[src/rtl/lcd_timing_controller_if.sv]
// ----------------------------------------------------------------------------
// lcd_timing_controller_if
//
// Bundles the control, status and interrupt signals of the LCD timing
// controller.
//
//   master : the timing controller itself. It drives the counters, mode,
//            pulses and flags, and receives enable, render status, the LYC
//            compare value and the STAT enables.
//   slave  : the consumer side (CPU register file / renderer / bench). It
//            drives the controls and observes the timing outputs.
//
// Signals
//   lcd_enable     LCDC.7; low holds the controller idle
//   renderComplete renderer finished the current line
//   lyc[7:0]       LY compare value
//   stat_ie[3:0]   STAT enables: [0] HBlank, [1] VBlank, [2] OAM, [3] LYC
//   drawline       one-cycle pulse that starts pixel transfer
//   ly[7:0]        current line
//   dot[8:0]       current dot within the line
//   mode[1:0]      0 HBlank, 1 VBlank, 2 OAM search, 3 pixel transfer
//   lyc_match      ly == lyc
//   vblank_irq     one-cycle pulse on VBlank entry
//   stat_irq       one-cycle pulse on a rising STAT line
//   frame_done     one-cycle pulse on the last dot of the last line
//   render_timeout sticky flag: pixel transfer was forced to end
// ----------------------------------------------------------------------------
interface lcd_timing_controller_if;
    logic       lcd_enable;
    logic       renderComplete;
    logic [7:0] lyc;
    logic [3:0] stat_ie;

    logic       drawline;
    logic [7:0] ly;
    logic [8:0] dot;
    logic [1:0] mode;
    logic       lyc_match;
    logic       vblank_irq;
    logic       stat_irq;
    logic       frame_done;
    logic       render_timeout;

    modport master (
        input  lcd_enable,
        input  renderComplete,
        input  lyc,
        input  stat_ie,
        output drawline,
        output ly,
        output dot,
        output mode,
        output lyc_match,
        output vblank_irq,
        output stat_irq,
        output frame_done,
        output render_timeout
    );

    modport slave (
        output lcd_enable,
        output renderComplete,
        output lyc,
        output stat_ie,
        input  drawline,
        input  ly,
        input  dot,
        input  mode,
        input  lyc_match,
        input  vblank_irq,
        input  stat_irq,
        input  frame_done,
        input  render_timeout
    );
endinterface

[src/rtl/lcd_timing_controller.sv]
// ----------------------------------------------------------------------------
// lcd_timing_controller
//
// Scanline and frame sequencer for the whizgraphics renderer. Owns the dot
// and line counters, steps the LCD modes (OAM search, pixel transfer, HBlank,
// VBlank), issues one drawline pulse per visible line and waits for
// renderComplete to close pixel transfer. Also produces LY, the LYC match
// flag and the VBlank / STAT interrupt pulses.
//
// Ports
//   clk    system clock
//   reset  asynchronous, active-high reset
//   bus    lcd_timing_controller_if.master (controls in, timing/irqs out)
//
// All outputs except stat_irq are registered. stat_irq is the rising edge of
// the STAT line, which is itself a function of registered mode / lyc_match
// and the live STAT enables, so it lines up with the cycle whose registered
// state raised the condition.
// ----------------------------------------------------------------------------
module lcd_timing_controller #(
    parameter int unsigned DOTS_PER_LINE = 456,
    parameter int unsigned LINES_VISIBLE = 144,
    parameter int unsigned LINES_TOTAL   = 154,
    parameter int unsigned OAM_DOTS      = 80,
    parameter int unsigned MAX_DRAW_DOTS = 289
) (
    input  logic                          clk,
    input  logic                          reset,
    lcd_timing_controller_if.master       bus
);

    localparam logic [8:0] DOT_LAST     = 9'(DOTS_PER_LINE - 1);
    localparam logic [8:0] DOT_OAM_END  = 9'(OAM_DOTS);
    localparam logic [8:0] DOT_DRAW_END = 9'(OAM_DOTS + MAX_DRAW_DOTS);
    localparam logic [7:0] LY_VBLANK    = 8'(LINES_VISIBLE);
    localparam logic [7:0] LY_LAST      = 8'(LINES_TOTAL - 1);

    localparam logic [1:0] MODE_HBLANK = 2'd0;
    localparam logic [1:0] MODE_VBLANK = 2'd1;
    localparam logic [1:0] MODE_OAM    = 2'd2;
    localparam logic [1:0] MODE_DRAW   = 2'd3;

    // ------------------------------------------------------------------
    // State
    // ------------------------------------------------------------------
    logic       running_q;      // high once the enable edge has been taken
    logic [8:0] dot_q,  dot_d;
    logic [7:0] ly_q,   ly_d;
    logic [1:0] mode_q, mode_d;
    logic       drawline_q,       drawline_d;
    logic       lyc_match_q,      lyc_match_d;
    logic       vblank_irq_q,     vblank_irq_d;
    logic       frame_done_q,     frame_done_d;
    logic       render_timeout_q, render_timeout_d;
    logic       stat_line_q,      stat_line_d;
    logic       stat_line;

    // ------------------------------------------------------------------
    // Counters and mode sequencing
    // ------------------------------------------------------------------
    always_comb begin
        dot_d            = dot_q;
        ly_d             = ly_q;
        mode_d           = mode_q;
        drawline_d       = 1'b0;
        render_timeout_d = render_timeout_q;

        if (!bus.lcd_enable) begin
            dot_d  = '0;
            ly_d   = '0;
            mode_d = MODE_HBLANK;
        end else if (!running_q) begin
            // First enabled edge: start of line 0, OAM search.
            dot_d  = '0;
            ly_d   = '0;
            mode_d = MODE_OAM;
        end else if (dot_q == DOT_LAST) begin
            // Line wrap. Line length never depends on render time.
            dot_d  = '0;
            ly_d   = (ly_q == LY_LAST) ? 8'd0 : ly_q + 8'd1;
            mode_d = (ly_d < LY_VBLANK) ? MODE_OAM : MODE_VBLANK;
        end else begin
            dot_d = dot_q + 9'd1;
            case (mode_q)
                MODE_OAM: begin
                    if (dot_d == DOT_OAM_END) begin
                        mode_d     = MODE_DRAW;
                        drawline_d = 1'b1;
                    end
                end
                MODE_DRAW: begin
                    // renderComplete is not trusted in the drawline cycle:
                    // the renderer has not seen the start pulse yet.
                    if (!drawline_q && bus.renderComplete) begin
                        mode_d = MODE_HBLANK;
                    end else if (dot_d == DOT_DRAW_END) begin
                        mode_d           = MODE_HBLANK;
                        render_timeout_d = 1'b1;
                    end
                end
                default: begin
                    // HBlank and VBlank hold until the line wraps.
                end
            endcase
        end
    end

    // ------------------------------------------------------------------
    // Registered status and pulses, all aligned with the new dot/ly
    // ------------------------------------------------------------------
    always_comb begin
        lyc_match_d  = bus.lcd_enable && (ly_d == bus.lyc);
        vblank_irq_d = bus.lcd_enable && running_q &&
                       (dot_d == 9'd0) && (ly_d == LY_VBLANK);
        frame_done_d = bus.lcd_enable && running_q &&
                       (dot_d == DOT_LAST) && (ly_d == LY_LAST);
    end

    // ------------------------------------------------------------------
    // STAT line and edge detect
    // ------------------------------------------------------------------
    always_comb begin
        stat_line = 1'b0;
        if (running_q) begin
            stat_line = (bus.stat_ie[0] && (mode_q == MODE_HBLANK)) ||
                        (bus.stat_ie[1] && (mode_q == MODE_VBLANK)) ||
                        (bus.stat_ie[2] && (mode_q == MODE_OAM))    ||
                        (bus.stat_ie[3] && lyc_match_q);
        end
        stat_line_d = bus.lcd_enable ? stat_line : 1'b0;
    end

    // ------------------------------------------------------------------
    // Sequential state
    // ------------------------------------------------------------------
    always_ff @(posedge clk or posedge reset) begin
        if (reset) begin
            running_q        <= 1'b0;
            dot_q            <= '0;
            ly_q             <= '0;
            mode_q           <= MODE_HBLANK;
            drawline_q       <= 1'b0;
            lyc_match_q      <= 1'b0;
            vblank_irq_q     <= 1'b0;
            frame_done_q     <= 1'b0;
            render_timeout_q <= 1'b0;
            stat_line_q      <= 1'b0;
        end else begin
            running_q        <= bus.lcd_enable;
            dot_q            <= dot_d;
            ly_q             <= ly_d;
            mode_q           <= mode_d;
            drawline_q       <= drawline_d;
            lyc_match_q      <= lyc_match_d;
            vblank_irq_q     <= vblank_irq_d;
            frame_done_q     <= frame_done_d;
            render_timeout_q <= render_timeout_d;
            stat_line_q      <= stat_line_d;
        end
    end

    // ------------------------------------------------------------------
    // Outputs
    // ------------------------------------------------------------------
    assign bus.dot            = dot_q;
    assign bus.ly             = ly_q;
    assign bus.mode           = mode_q;
    assign bus.drawline       = drawline_q;
    assign bus.lyc_match      = lyc_match_q;
    assign bus.vblank_irq     = vblank_irq_q;
    assign bus.frame_done     = frame_done_q;
    assign bus.render_timeout = render_timeout_q;
    assign bus.stat_irq       = stat_line & ~stat_line_q;

endmodule

[src/flat_wrapper.sv]
// flat-port wrapper written by rule: the top's interface ports become plain ports
module lcd_timing_controller_flat 
#(
    parameter int unsigned DOTS_PER_LINE = 456,
    parameter int unsigned LINES_VISIBLE = 144,
    parameter int unsigned LINES_TOTAL   = 154,
    parameter int unsigned OAM_DOTS      = 80,
    parameter int unsigned MAX_DRAW_DOTS = 289
)
  (clk, reset, bus_lcd_enable, bus_renderComplete, bus_lyc, bus_stat_ie, bus_drawline, bus_ly, bus_dot, bus_mode, bus_lyc_match, bus_vblank_irq, bus_stat_irq, bus_frame_done, bus_render_timeout);
  lcd_timing_controller_if bus_i ();
  input  logic clk;
  input  logic reset;
  input wire logic [$bits(bus_i.lcd_enable)-1:0] bus_lcd_enable;
  input wire logic [$bits(bus_i.renderComplete)-1:0] bus_renderComplete;
  input wire logic [$bits(bus_i.lyc)-1:0] bus_lyc;
  input wire logic [$bits(bus_i.stat_ie)-1:0] bus_stat_ie;
  output wire logic [$bits(bus_i.drawline)-1:0] bus_drawline;
  output wire logic [$bits(bus_i.ly)-1:0] bus_ly;
  output wire logic [$bits(bus_i.dot)-1:0] bus_dot;
  output wire logic [$bits(bus_i.mode)-1:0] bus_mode;
  output wire logic [$bits(bus_i.lyc_match)-1:0] bus_lyc_match;
  output wire logic [$bits(bus_i.vblank_irq)-1:0] bus_vblank_irq;
  output wire logic [$bits(bus_i.stat_irq)-1:0] bus_stat_irq;
  output wire logic [$bits(bus_i.frame_done)-1:0] bus_frame_done;
  output wire logic [$bits(bus_i.render_timeout)-1:0] bus_render_timeout;
  assign bus_i.lcd_enable = bus_lcd_enable;
  assign bus_i.renderComplete = bus_renderComplete;
  assign bus_i.lyc = bus_lyc;
  assign bus_i.stat_ie = bus_stat_ie;
  assign bus_drawline = bus_i.drawline;
  assign bus_ly = bus_i.ly;
  assign bus_dot = bus_i.dot;
  assign bus_mode = bus_i.mode;
  assign bus_lyc_match = bus_i.lyc_match;
  assign bus_vblank_irq = bus_i.vblank_irq;
  assign bus_stat_irq = bus_i.stat_irq;
  assign bus_frame_done = bus_i.frame_done;
  assign bus_render_timeout = bus_i.render_timeout;
  lcd_timing_controller #(.DOTS_PER_LINE(DOTS_PER_LINE), .LINES_VISIBLE(LINES_VISIBLE), .LINES_TOTAL(LINES_TOTAL), .OAM_DOTS(OAM_DOTS), .MAX_DRAW_DOTS(MAX_DRAW_DOTS)) u_core (.clk(clk), .reset(reset), .bus(bus_i));
endmodule
[config.mk]
export PLATFORM = sky130hd
export DESIGN_NAME = lcd_timing_controller_flat
export DESIGN_NICKNAME = d
export VERILOG_FILES = /design/src/rtl/lcd_timing_controller_if.sv /design/src/rtl/lcd_timing_controller.sv /design/src/flat_wrapper.sv
export SDC_FILE = /design/constraint.sdc
export NUM_CORES = 1
export LEC_CHECK = 0
export ABC_CLOCK_PERIOD_IN_PS = 3100
export BUFFER_PORTS_ARGS = -buffer_cell sky130_fd_sc_hd__buf_2
export CAP_MARGIN = 5
export CORE_MARGIN = 2
export CORE_UTILIZATION = 57
export CTS_BUF_LIST = sky130_fd_sc_hd__clkbuf_2
export DETAILED_ROUTE_END_ITERATION = 16
export PLACE_DENSITY_LB_ADDON = 0.25
export SYNTH_ARGS = -nofsm -noshare
export SYNTH_HDL_FRONTEND = slang
export SYNTH_SLANG_ARGS = --single-unit
[constraint.sdc]
create_clock -name clk -period 3.1 [get_ports clk]
set_clock_uncertainty 0.1 [all_clocks]
set_input_delay 0.62 -clock clk [delete_from_list [all_inputs] [get_ports clk]]
set_output_delay 0.62 -clock clk [all_outputs]
set_load 0.02 [all_outputs]
; ---- After elaboration in Yosys (flattened, before gate mapping)
; Cells that the tools add are included.
[classes]
addsub = 2
mul = 0
div_mod_pow = 0
n_lt_le_gt_ge = 1
eq_ne = 14
shift = 0
n_mux = 22
bitwise = 4
n_reduce_logical = 19
[ops]
columns = cell, count
row1 = $mux W8, 4
row2 = $eq A9 B9 Y1 const B, 3
row3 = $mux W9, 3
row4 = $eq A8 B8 Y1 const B, 3
row5 = $mux W2, 7
row6 = $logic_and A1 B1 Y1, 11
row7 = $ne A5 B5 Y1 const B, 2
row8 = $add A9 B1 Y9 const B, 1
row9 = $eq A9 B7 Y1 const B, 1
row10 = $logic_not A9 Y1, 1
row11 = $add A8 B1 Y8 const B, 1
row12 = $eq A8 B8 Y1, 1
row13 = $lt A8 B8 Y1 const B, 1
row14 = $mux W1, 7
row15 = $ne A6 B6 Y1 const B, 1
row16 = $reduce_and A6 Y1, 1
row17 = $eq A2 B2 Y1 const B, 2
row18 = $pmux W2 S2, 1
row19 = $logic_or A1 B1 Y1, 3
row20 = $not A1 Y1, 3
row21 = $reduce_and A3 Y1, 1
row22 = $eq A2 B1 Y1 const B, 1
row23 = $logic_not A2 Y1, 1
row24 = $and A1 B1 Y1, 1
row25 = $logic_not A1 Y1, 1
[word_totals]
ff_bits = 26
latchBits = 0
ramBits = 0
rom_bits = 0
input_bits = 16
wordCells = 72
n_memories = 0

; ---- Depth between registers and ports, before layout
[logic_depth]
depth_word = 8
depth_mapped = 10

; ---- Least setup slack after synthesis
; No wires, ideal clock.
[synth_path]
kind = register to register
from = reg u_core.ly_q[1] (netlist: u_core.bus.ly[1])
to = reg u_core.vblank_irq_q (netlist: u_core.bus.vblank_irq)
setup_ps = 96
arrival_ps = 2335
t_required_ps = 2904
slack_ps = 569
stages_incl_launch_ff = 11
synth_period_minus_slack_ps = 2531
path_cell_list = dfrtp_1 clkbuf_1 inv_1 ha_1 or3b_1 buf_2 or2_4 a21o_1 a21oi_2 nand4bb_1 nor4_2
[synth_between]
elab_chain_len = 7
word_cells_on_any_way = 8
classes_between = add/sub: 1 / eq/ne: 2 / mux: 4 / reduce/logical: 1
[synth_lines]
columns = element, line_no
row1 = "start, declared", lcd_timing_controller.sv:48  ; logic [7:0] ly_q, ly_d;
row2 = "start signal, assigned", lcd_timing_controller.sv:151  ; ly_q <= ly_d;
row3 = $add A8 B1 Y8 or $eq A8 B8 Y1 (tied branches), lcd_timing_controller.sv:80  ; ly_d = (ly_q == LY_LAST) ? 8'd0 : ly_q + 8'd1;
row4 = $mux W8, lcd_timing_controller.sv:80
row5 = $mux W8 (*), lcd_timing_controller.sv:77  ; end else if (dot_q == DOT_LAST) begin
row6 = $mux W8 (*), lcd_timing_controller.sv:72  ; end else if (!running_q) begin
row7 = $mux W8 (*), lcd_timing_controller.sv:68  ; if (!bus.lcd_enable) begin
row8 = $eq A8 B8 Y1 (*), lcd_timing_controller.sv:114  ; (dot_d == 9'd0) && (ly_d == LY_VBLANK);
row9 = $logic_and A1 B1 Y1 (*), lcd_timing_controller.sv:114
row10 = via u_core.vblank_irq_d, lcd_timing_controller.sv:52  ; logic vblank_irq_q, vblank_irq_d;
row11 = "end signal, assigned", lcd_timing_controller.sv:155  ; vblank_irq_q <= vblank_irq_d;
row12 = "end, declared", lcd_timing_controller.sv:52
; The timed path passes the listed nets; every way through them passes the cells marked *.
; A chain may end at the register's enable or synchronous reset.

; ---- Worst setup path in the final report
[layout_path]
from = reg u_core.dot_q[0] (netlist: u_core.bus.dot[0])
to = reg u_core.vblank_irq_q (netlist: u_core.bus.vblank_irq)
[layout_between]
elab_chain_len = 7
word_cells_on_any_way = 12
classes_between = add/sub: 1 / eq/ne: 2 / mux: 6 / reduce/logical: 3
[layout_lines]
columns = element, line_no
row1 = "start, declared", lcd_timing_controller.sv:47  ; logic [8:0] dot_q, dot_d;
row2 = "start signal, assigned", lcd_timing_controller.sv:150  ; dot_q <= dot_d;
row3 = $add A9 B1 Y9 or $eq A9 B9 Y1 (tied branches), "lcd_timing_controller.sv:83, lcd_timing_controller.sv:77"
row4 = $mux W9, lcd_timing_controller.sv:77
row5 = $mux W9, lcd_timing_controller.sv:72
row6 = $mux W9, lcd_timing_controller.sv:68
row7 = $logic_not A9 Y1, lcd_timing_controller.sv:114
row8 = $logic_and A1 B1 Y1, lcd_timing_controller.sv:113  ; vblank_irq_d = bus.lcd_enable && running_q &&
row9 = $logic_and A1 B1 Y1 (*), lcd_timing_controller.sv:114
row10 = via u_core.vblank_irq_d, lcd_timing_controller.sv:52
; Marked as above.

==> flow_metrics.py <==
metrics = {
    "run_status": {
        "status": "complete, no violations",
    },
    "clock_network": {
        "cts_hold_buf": 0,
        "cts_resized": 0,
        "cts_max_path_buffers": 2,
        "clk_pin_slew_worst_paths_ns": 0.28,
        "cts_tree": "yes",
        "post_cts_buffers": 0,
        "cts.sinks": 26,
        "clockRootBuffer": "clkbuf_2",
        "cts_buffers": 3,
        "clock_latency_ns": 0.37,
        "htree_levels": 1,
    },
    "route": {
        "vias_per_cell": 6.46,
        "vias": 2101,
        "ant_nets": 0,
        "routedWlPerCell_um": 17.2,
        "dr.pass1.iters": 5,
        "routed_wirelength_um": 5610,
        "drc_errors": 0,
        "drt_iter0_markers": 245,
    },
    "global_routing": {
        "grt_max_degree": 27,
        "antenna_found_initial": 0,
        "gr-total-overflow": 0,
        "grt_pass1_vias": 1889,
        "grt_use_total_pct": 27.6,
        "grt_pass1_wl_um": 9190,
    },
    "power_and_ir_drop": {
        "power.leakage_nw": 1.04,
        "clkPwrFrac_pct": 35.1,
        "share_seq_of_total_power_pct": 54.7,
        "switching_share_pct": 25.4,
        "peakVddDrop_mv": 0.211,
        "power.internal_w": 0.000478,
        "p_comb_share_pct": 10.2,
        "p_per_area_mw_per_mm2": 277,
        "p_sw_w": 0.000163,
    },
    "hold_path": {
        "hold_class": "input pin to flop",
        "hold_start": "bus_lcd_enable",
    },
    "yosys": {
        "yosysMostFrequentCell": "dfrtp_1",
        "synth.avg_cell_area_um2": 8.31,
        "synth-simple-area-share_pct": 30.1,
        "seq_area_frac_synth_pct": 31.2,
        "synth_top_area_share_pct": 31.2,
        "ys_top_cells_by_count": "26 x dfrtp_1, 22 x nor2_1, 19 x nand2_1, 15 x inv_1",
        "synth-warning-count": 0,
        "synthAdderAreaFrac_pct": 3.00,
        "syn_inst": 251,
        "synth_flop_cell": "dfrtp_1",
        "yosys.area_share.xor_xnor_pct": 4.62,
        "synth_top_family_by_area": "simple AND/OR/NAND/NOR gates",
        "synth.distinct_cells": 60,
        "mappedNetlistArea_mm2": 0.00209,
        "yosysTopAreaCell": "dfrtp_1",
        "synthMuxAreaShare_pct": 2.94,
        "yosys-top-cells-area": "dfrtp_1 31%, nor2_1 4.0%, nand2_1 3.4%, and3_1 3.0%, ha_1 3.0%",
        "ys_seq_elements": 26,
        "synth_compound_area_share_pct": 21.4,
        "syn-num-nets": 272,
        "synth_edf_count": 0,
        "async_flop_share_pct": 100,
    },
    "place": {
        "gp_congestion": 0.971,
        "dp_slack_ns": 0.529,
        "io_buffer_count": 40,
        "place_hpwl_um": 4130,
    },
    "setup_path": {
        "startpoint": "u_core.bus.dot[0]",
        "arrival_ns": 2.84,
        "crit_path_start_kind": "flop",
        "cp_max_fo": 13,
        "crit_chain": "ha_1, and4_1, nand2_1, a21o_1, a21oi_2, nand4bb_1, nor4_2",
        "cp.required_ns": 3.30,
        "slowest_stage": "dfrtp_1",
        "slowest_delay_ns": 0.59,
        "crit_family": "simple AND/OR/NAND/NOR gates",
        "worstSetupEndpointType": "flop",
        "worst-path-buf-inv": 0,
        "critical_path_class": "flop to flop",
        "r2r_start": "u_core.bus.dot[0]",
        "r2r_slack_ns": 0.46,
    },
    "sta": {
        "setup_ws_ns": 0.464,
        "hold_viol": 0,
        "fmax_mhz": 379,
        "tightest_slew_ns": 1.03,
        "fin_crit_ns": 2.64,
        "setup-tns-final_ns": 0,
        "finalCritPeriodShare_pct": 85.0,
        "slew-limit-headroom_pct": 31.0,
        "slew_viol_final": 0,
        "setup_violations": 0,
        "rsz0062_at_grt": "no",
    },
    "cells_and_area": {
        "fillCellCount": 300,
        "nNetsFinal": 301,
        "antenna_cells": 0,
        "area_growth_pct": 10.8,
        "drive_gt1_share_pct": 20.8,
    },
    "floorplan": {
        "pin_count": 41,
        "start_util_pct": 61.1,
        "die_x_um": 64.5,
        "row_count": 21,
        "dieArea_mm2": 0.00416,
        "die_h_um": 64.5,
        "coreArea_mm2": 0.00342,
    },
    "flow_run": {
        "maxCapViolCount": 0,
    },
}
## state kept, by name, summed over array words and instances, names as in the netlist
signal,cells
u_core.bus.drawline,1
u_core.bus.frame_done,1
u_core.running_q,1
u_core.bus.render_timeout,1
u_core.stat_line_q,1
u_core.bus.mode,2
u_core.bus.dot,9
u_core.bus.ly,8
u_core.bus.lyc_match,1
u_core.bus.vblank_irq,1
## metrics by stage
stage	total power [W]	utilization (%)	instances	instance area [um2]	hold slack, ns
finish	0.000641	67.7	325	2310	0.278
global route	0.000664	67.7	325	2310	0.238
CTS	0.000643	67.7	325	2310	0.275
detailed placement	0.000420	66.3	321	2270	0.351
global placement	0.000421	66.3	321	2270	0.356
floorplan	0.000393	-	251	2090	0.475
## path summary, 6_finish.rpt
check / to / cells past startpoint
max: u_core.bus.vblank_irq / 7
min: u_core.running_q / 1
max reg2reg: u_core.bus.vblank_irq / 7
min reg2reg: u_core.bus.render_timeout / 1
max in group asynchronous: u_core.bus.dot[5] / 2
min in group asynchronous: u_core.bus.render_timeout / 2
## final cells by class
| class | instances | area [um2] | share of cell area (%) |
|---|---|---|---|
| multi-input combinational | 193 | 1290 | 56.0 |
| tap | 46 | 57.6 | 2.49 |
| sequential | 26 | 651 | 28.2 |
| inverter | 15 | 56.3 | 2.44 |
| timing repair buffer | 41 | 208 | 8.99 |
| clock inverter | 1 | 30.0 | 1.30 |
| clock buffer | 3 | 15.0 | 0.650 |
## power groups by stage
stage	Sequential, W	Combinational [W]	Clock (W)
2_1_floorplan	0.000357	0.0000356	0
3_3_place_gp	0.000355	0.0000651	0
3_5_place_dp	0.000356	0.0000645	0
4_1_cts	0.000351	0.0000652	0.000227
5_1_grt	0.000352	0.0000723	0.000240
6_report	0.000351	0.0000652	0.000225
## routing by layer
metal | part of all wire [%] | global-route usage (%)
met5 | 0 | 0
met4 | 0.86 | 5.32
met3 | 8.3 | 3.30
met2 | 47 | 44.8
met1 | 44 | 39.9
## logic make-up (layout without fill, tap and decap cells)
family,Yosys count,in the layout
buffers and inverters,32,60
multiplexers,6,6
adder cells (fa/ha/maj),5,5
AND/OR/NAND/NOR,107,107
AO/OA/AOI/OAI,64,64
flip-flops,26,26
XOR/XNOR,11,11
## placed cells by master (no fill, tap or decap), drive strengths merged, types with 2 or more instances in the layout
cell type	synthesis	layout
a21oi	12	12
buf	8	41
a22o	2	2
o2111ai	3	3
o31ai	2	2
nand3	11	11
ha	5	5
xor2	4	4
a31o	2	2
or3	2	2
o22ai	4	4
o21ai	12	12
nand4b	4	4
nor2	23	23
nand2	19	19
o32a	2	2
and3	10	10
or4	2	2
nor4	5	5
and4	3	3
nand4	3	3
a21o	2	2
clkbuf	9	3
a31oi	4	4
o311a	2	2
mux2i	5	5
a22oi	2	2
nor3	6	6
xnor2	7	7
and2	2	2
a41oi	2	2
dfrtp	26	26
or2	2	2
nand2b	5	5
inv	15	15
nor2b	4	4
o211ai	4	4
a211oi	2	2
## worst reg2reg max path, stage by stage (launching register included)
cell and delay [ns]:
dfrtp_1 0.59, ha_1 0.29, and4_1 0.29, nand2_1 0.31, a21o_1 0.28, a21oi_2 0.22
nand4bb_1 0.18, nor4_2 0.31
(Power assumes the default switching activity.)
